--- src/rtl/inst_encoder_pkg.sv ---
// Shared constants, format codes and the instruction encode function for inst_encoder.
// The encoder is purely combinational; range errors are reported alongside the truncated word.
package inst_encoder_pkg;

  localparam int XLEN  = 32;
  localparam int FMT_W = 3;
  localparam int OPC_W = 7;
  localparam int REG_W = 5;
  localparam int F3_W  = 3;
  localparam int F7_W  = 7;

  localparam logic [FMT_W-1:0] FMT_R = 3'd0;
  localparam logic [FMT_W-1:0] FMT_I = 3'd1;
  localparam logic [FMT_W-1:0] FMT_S = 3'd2;
  localparam logic [FMT_W-1:0] FMT_B = 3'd3;
  localparam logic [FMT_W-1:0] FMT_U = 3'd4;
  localparam logic [FMT_W-1:0] FMT_J = 3'd5;

  localparam logic [XLEN-1:0] NOP_WORD = 32'h0000_0013;

  typedef enum logic [1:0] {ST_IDLE, ST_RUN, ST_DRAIN, ST_DONE} state_e;

  typedef struct packed {
    logic [XLEN-1:0] word;
    logic            err;
  } enc_t;

  // True when v, read as two's complement, fits in a signed field of 'bits' bits.
  function automatic logic fits_signed(input logic [XLEN-1:0] v, input int bits);
    logic [XLEN-1:0] hi;
    hi = $signed(v) >>> (bits - 1);
    return (hi == '0) || (hi == '1);
  endfunction

  function automatic enc_t encode(
    input logic [FMT_W-1:0] fmt,
    input logic [OPC_W-1:0] opc,
    input logic [REG_W-1:0] rd,
    input logic [REG_W-1:0] rs1,
    input logic [REG_W-1:0] rs2,
    input logic [F3_W-1:0]  f3,
    input logic [F7_W-1:0]  f7,
    input logic [XLEN-1:0]  imm
  );
    enc_t e;
    e.word = NOP_WORD;
    e.err  = 1'b0;
    case (fmt)
      FMT_R: e.word = {f7, rs2, rs1, f3, rd, opc};
      FMT_I: begin
        e.word = {imm[11:0], rs1, f3, rd, opc};
        e.err  = !fits_signed(imm, 12);
      end
      FMT_S: begin
        e.word = {imm[11:5], rs2, rs1, f3, imm[4:0], opc};
        e.err  = !fits_signed(imm, 12);
      end
      FMT_B: begin
        e.word = {imm[12], imm[10:5], rs2, rs1, f3, imm[4:1], imm[11], opc};
        e.err  = !fits_signed(imm, 13) || imm[0];
      end
      FMT_U: begin
        e.word = {imm[31:12], rd, opc};
        e.err  = (imm[11:0] != 12'd0);
      end
      FMT_J: begin
        e.word = {imm[20], imm[10:1], imm[11], imm[19:12], rd, opc};
        e.err  = !fits_signed(imm, 21) || imm[0];
      end
      default: e.err = 1'b1;
    endcase
    return e;
  endfunction

endpackage

--- src/rtl/inst_fifo2.sv ---
// Two-entry FIFO holding encoded words between acceptance and the memory write.
// Push is honoured when not full or when a pop happens in the same cycle.
module inst_fifo2 #(
  parameter int W = 64
) (
  input  logic         clk,
  input  logic         rst_n,
  input  logic         push_i,
  input  logic [W-1:0] data_i,
  input  logic         pop_i,
  output logic [W-1:0] data_o,
  output logic         empty_o,
  output logic         full_o
);

  logic [W-1:0] mem_q [2];
  logic         wr_ptr_q;
  logic         rd_ptr_q;
  logic [1:0]   cnt_q;
  logic         do_push;
  logic         do_pop;

  assign empty_o = (cnt_q == 2'd0);
  assign full_o  = (cnt_q == 2'd2);
  assign do_pop  = pop_i && !empty_o;
  assign do_push = push_i && (!full_o || do_pop);
  assign data_o  = mem_q[rd_ptr_q];

  always_ff @(posedge clk) begin
    if (!rst_n) begin
      mem_q[0] <= '0;
      mem_q[1] <= '0;
      wr_ptr_q <= 1'b0;
      rd_ptr_q <= 1'b0;
      cnt_q    <= 2'd0;
    end else begin
      if (do_push) begin
        mem_q[wr_ptr_q] <= data_i;
        wr_ptr_q        <= ~wr_ptr_q;
      end
      if (do_pop) rd_ptr_q <= ~rd_ptr_q;
      cnt_q <= cnt_q + {1'b0, do_push} - {1'b0, do_pop};
    end
  end

endmodule

--- src/rtl/inst_encoder.sv ---
// Accepts instruction records, encodes them and streams the words to memory at consecutive addresses.
// Latency 1 from acceptance to mem_we; in_ready drops while the 2-entry FIFO is full.
module inst_encoder
  import inst_encoder_pkg::*;
(
  input  logic             clk,
  input  logic             rst_n,
  input  logic             start,
  input  logic [XLEN-1:0]  base_addr,
  input  logic             in_valid,
  output logic             in_ready,
  input  logic [FMT_W-1:0] in_fmt,
  input  logic [OPC_W-1:0] in_opcode,
  input  logic [REG_W-1:0] in_rd,
  input  logic [REG_W-1:0] in_rs1,
  input  logic [REG_W-1:0] in_rs2,
  input  logic [F3_W-1:0]  in_func3,
  input  logic [F7_W-1:0]  in_func7,
  input  logic [XLEN-1:0]  in_imm,
  input  logic             in_last,
  output logic             mem_we,
  output logic [XLEN-1:0]  mem_addr,
  output logic [XLEN-1:0]  mem_wdata,
  input  logic             mem_ready,
  output logic             busy,
  output logic             done,
  output logic             err
);

  state_e          state_q;
  logic [XLEN-1:0] addr_q;
  logic            err_q;
  logic            busy_q;
  logic            done_q;
  logic            fifo_empty;
  logic            fifo_full;
  logic            accept;
  logic            wr_done;
  enc_t            enc;

  assign enc = encode(in_fmt, in_opcode, in_rd, in_rs1, in_rs2, in_func3, in_func7, in_imm);

  // in_ready depends only on registered state so mem_ready never reaches it combinationally.
  assign in_ready  = (state_q == ST_RUN) && !fifo_full;
  assign accept    = in_valid && in_ready;
  assign mem_we    = !fifo_empty;
  assign wr_done   = mem_we && mem_ready;
  assign mem_addr  = addr_q;
  assign busy      = busy_q;
  assign done      = done_q;
  assign err       = err_q;

  inst_fifo2 #(.W(XLEN)) u_fifo (
    .clk     (clk),
    .rst_n   (rst_n),
    .push_i  (accept),
    .data_i  (enc.word),
    .pop_i   (wr_done),
    .data_o  (mem_wdata),
    .empty_o (fifo_empty),
    .full_o  (fifo_full)
  );

  always_ff @(posedge clk) begin
    if (!rst_n) begin
      state_q <= ST_IDLE;
      addr_q  <= '0;
      err_q   <= 1'b0;
      busy_q  <= 1'b0;
      done_q  <= 1'b0;
    end else begin
      done_q <= 1'b0;
      if (wr_done) addr_q <= addr_q + 32'd4;
      case (state_q)
        ST_IDLE: begin
          if (start) begin
            state_q <= ST_RUN;
            busy_q  <= 1'b1;
            addr_q  <= base_addr;
            err_q   <= 1'b0;
          end
        end
        ST_RUN: begin
          if (accept && enc.err) err_q <= 1'b1;
          if (accept && in_last) state_q <= ST_DRAIN;
        end
        ST_DRAIN: begin
          // An empty FIFO means no write is outstanding.
          if (fifo_empty) begin
            state_q <= ST_DONE;
            done_q  <= 1'b1;
          end
        end
        ST_DONE: begin
          state_q <= ST_IDLE;
          busy_q  <= 1'b0;
        end
        default: state_q <= ST_IDLE;
      endcase
    end
  end

endmodule

--- config.mk ---
export PLATFORM = sky130hd
export DESIGN_NAME = inst_encoder
export DESIGN_NICKNAME = d
export VERILOG_FILES = /design/src/rtl/inst_encoder_pkg.sv /design/src/rtl/inst_fifo2.sv /design/src/rtl/inst_encoder.sv
export SDC_FILE = /design/constraint.sdc
export NUM_CORES = 1
export LEC_CHECK = 0
export ABC_AREA = 1
export BUFFER_PORTS_ARGS = -buffer_cell sky130_fd_sc_hd__buf_2
export CAP_MARGIN = 40
export CORE_MARGIN = 8
export CORE_UTILIZATION = 50
export CTS_CLUSTER_SIZE = 14
export DETAILED_ROUTE_END_ITERATION = 7
export PLACE_DENSITY_LB_ADDON = 0.25
export SLEW_MARGIN = 15
export SYNTH_ARGS = -nofsm -noshare
export SYNTH_HDL_FRONTEND = slang
export SYNTH_SLANG_ARGS = --single-unit
--- constraint.sdc ---
create_clock -name clk -period 3.05 [get_ports clk]
set_clock_uncertainty 0.1 [all_clocks]
set_input_delay 0.1525 -clock clk [delete_from_list [all_inputs] [get_ports clk]]
set_output_delay 0.1525 -clock clk [all_outputs]
set_load 0.05 [all_outputs]
==> results by group <==
Outcome
  • Outcome: finished, final reports clean

Die
  • Die Span Y: 123 um
  • Core area: 11400 sq um
  • Initial core utilization: 50.8%
  • # rows: 39
  • Die Span X: 123 um
  • Die footprint: 15200 sq um
  • Ports: 174

Yosys
  • Syn Area/Cell: 8.26 sq um
  • Cell count after synthesis: 699
  • Cell area after synthesis: 5770 sq um
  • Number of distinct library cells after synthesis: 37
  • Yosys warns: 0
  • Syn Nets: 811
  • Synthesized flop and latch total: 106
  • Share of the yosys chip area belonging to registers: 47.8%

Worst setup path
  • Startpoint Class: flop
  • Reg2reg path depth: 8
  • Crit end category: flop
  • WP data required: 2920 ps
  • Setup CP Type: flop to flop
  • Largest fanout on the critical path: 32
  • Worst EP arrival: 2180 ps

CTS
  • Worst-Skew Late Latency: 340 ps
  • CTS H-tree lvls: 3
  • CTS clock-pin slew for the worst setup and hold paths: 70 ps
  • Clock sinks: 106
  • Max clock buf depth: 2
  • Post-CTS setup buffer count: 0
  • Root Buffer: clkbuf_16
  • CTS tree: yes
  • CTS buffer count: 9

STA
  • Slew headroom: 46.2%
  • Final hold violation count: 0
  • Period utilisation layout: 75.8%
  • Final Critical Period: 2310 ps
  • Tightest Pin Transition: 804 ps
  • Fmax: 433 MHz
  • Slew Viols, Final: 0
  • # setup viols final: 0
  • Worst setup margin: 739 ps
  • RSZ-0062 raised after global routing: false
  • Setup TNS: 0 ps

Global routing
  • Global-route wire length before repair: 25500 um
  • Vias in the first global route: 5455
  • Gr ovfl total: 0
  • Tot GR Track Use: 21.3%
  • Largest net degree at the start of global routing: 45
  • Initial antenna violation count: 0

Drt
  • Vias/cell: 5.29
  • Wirelength, routed: 16300 um
  • DR vias: 5419
  • 1st-iter DRT viols: 451
  • # DRC: 0
  • Avg WL per Cell: 15.9 um
  • First-pass DRT Iterations: 5
  • ANT nets after route: 0

Min path
  • Worst hold path class: input port to flop
  • Hold depth: 5

Run
  • Maxcap violations: 0

Layout
  • Area growth syn-to-layout: 24.4%
  • # diodes: 0
  • Count of nets after finishing: 988
  • Design Area, Final: 7180 sq um
  • Proportion of layout cells with a drive suffix above 1: 27.7%

Placement
  • Placement Setup Slack: 730 ps
  • Placed inst area: 6780 sq um
  • Routability cong.: 0.941
  • Port Buffer Count: 173
  • Final HPWL DP: 12300 um

Pwr
  • P per Cell Area: 747 nW/um^2
  • P_leak: 3.63 nW
  • Worst vdd ir: 0.000611 V
[sequential cells by signal, summed over array words and instances, names as in the netlist, named ones only]
signal and cells:
busy 1, u_fifo.rd_ptr_q 1, u_fifo.mem_q 64, done 1
mem_addr 32, u_fifo.wr_ptr_q 1, u_fifo.cnt_q 2, state_q 2
err 1
[power breakdown]
part	switching (mW)	internal, mW
registers	0.197	1.76
logic	1.61	0.597
clock network	0.496	0.709
[cell usage after synthesis, drive strengths merged]
master	count	area [sq um]
ha	7	87.6
o221ai	6	52.6
o21bai	1	7.51
nor2	152	609
a21oi	25	125
nor4	1	6.26
edfxtp	64	1920
buf	7	28.8
inv	99	372
nand3	18	95.1
dfxtp	42	841
or2	1	6.26
a211oi	3	22.5
clkbuf	14	52.6
xnor2	11	96.3
o211ai	3	22.5
mux2	32	360
o21ai	38	190
a22oi	8	60.1
nor3	19	106
xor2	15	131
nand4	5	31.3
a22o	4	35.0
clkinv	1	3.75
nand2	118	473
a221oi	2	17.5
o22ai	3	18.8
[per-stage QoR]
step | std cells | hold slack (ps) | total power [mW] | utilization [%]
after CTS | 1024 | 6.10 | 5.40 | 63.2
final | 1024 | 14.4 | 5.37 | 63.2
after floorplan | 699 | 201 | 3.62 | -
after global placement | 999 | 300 | 4.14 | 59.6
after global routing | 1024 | 29.5 | 5.63 | 63.2
after detailed placement | 999 | 313 | 4.19 | 59.6
[layout make-up]
cell class / instances / area [sq um]
repair buffers: 187 / 993
fillers: 1009 / 4190
clock buffers: 14 / 275
clock inverters: 2 / 35.0
well taps: 143 / 179
flip-flops and latches: 106 / 2760
multi-input cells: 472 / 2560
inverters: 100 / 375
[what timing repair did]
action / CTS / global route
endpoints found under the hold margin: 9 / 0
gates resized for setup: 0 / 0
hold buffers: 9 / 0
[final timing paths]
| check | end | from | slack [ps] |
|---|---|---|---|
| min | mem_addr[18]$_SDFF_PN0_ | base_addr[18] | 10 |
| max reg2reg | u_fifo.mem_q[1][14]$_SDFFCE_PN0P_ | state_q[1]$_SDFFE_PN0P_ | 740 |
| min reg2reg | flop | u_fifo.rd_ptr_q$_SDFFE_PN0P_ | 360 |
| max | u_fifo.mem_q[1][14]$_SDFFCE_PN0P_ | state_q[1]$_SDFFE_PN0P_ | 740 |
[kinds of logic (layout without fill, tap and decap cells)]
group	Yosys count	in the layout	synth area share (%)
DFF	106	106	47.8
and+or+nand+nor	314	314	23.0
muxes	32	32	6.24
adders and majority gates	7	7	1.52
AOI/OAI and AO/OA	93	93	9.56
buffers and inverters	121	303	7.91
xor gates and xnor gates	26	26	3.94
[worst max-delay path, stage by stage, from the launching register on]
cell,delay [ps]
dfxtp_1,330
inv_1,90
ha_1,140
inv_1,70
a21oi_2,120
nand2_1,100
nor2_1,250
inv_1,110
nand2_2,610
[layer usage]
metal	part of all wire, %	GRT usage, %	up-vias
met1	38	23.8	2525
met4	2.2	8.80	0
met5	0	0	-
met3	8.6	3.88	28
li1	-	-	2637
met2	52	38.9	229
[cell usage in the layout (no fill, tap or decap), types with 4 or more instances in the layout]
| cell type | netlist | routed |
|---|---|---|
| ha_1 | 7 | 7 |
| nor3_1 | 18 | 18 |
| buf_2 | 2 | 173 |
| nand3_1 | 17 | 17 |
| nand2_1 | 112 | 111 |
| xor2_1 | 15 | 15 |
| clkbuf_16 | 0 | 10 |
| inv_1 | 94 | 94 |
| o221ai_1 | 6 | 6 |
| mux2_2 | 32 | 32 |
| a22oi_1 | 8 | 8 |
| dfxtp_1 | 42 | 42 |
| buf_4 | 0 | 5 |
| xnor2_1 | 11 | 11 |
| edfxtp_1 | 64 | 64 |
| o21ai_1 | 10 | 10 |
| a21oi_1 | 25 | 24 |
| nor2_1 | 146 | 146 |
| nand4_1 | 5 | 5 |
| a22o_1 | 4 | 4 |
| nand2_2 | 3 | 4 |
| o21ai_0 | 28 | 28 |
| inv_2 | 5 | 5 |
| dlygate4sd3_1 | 0 | 9 |
Note: power is estimated with default switching activity, not from simulation.
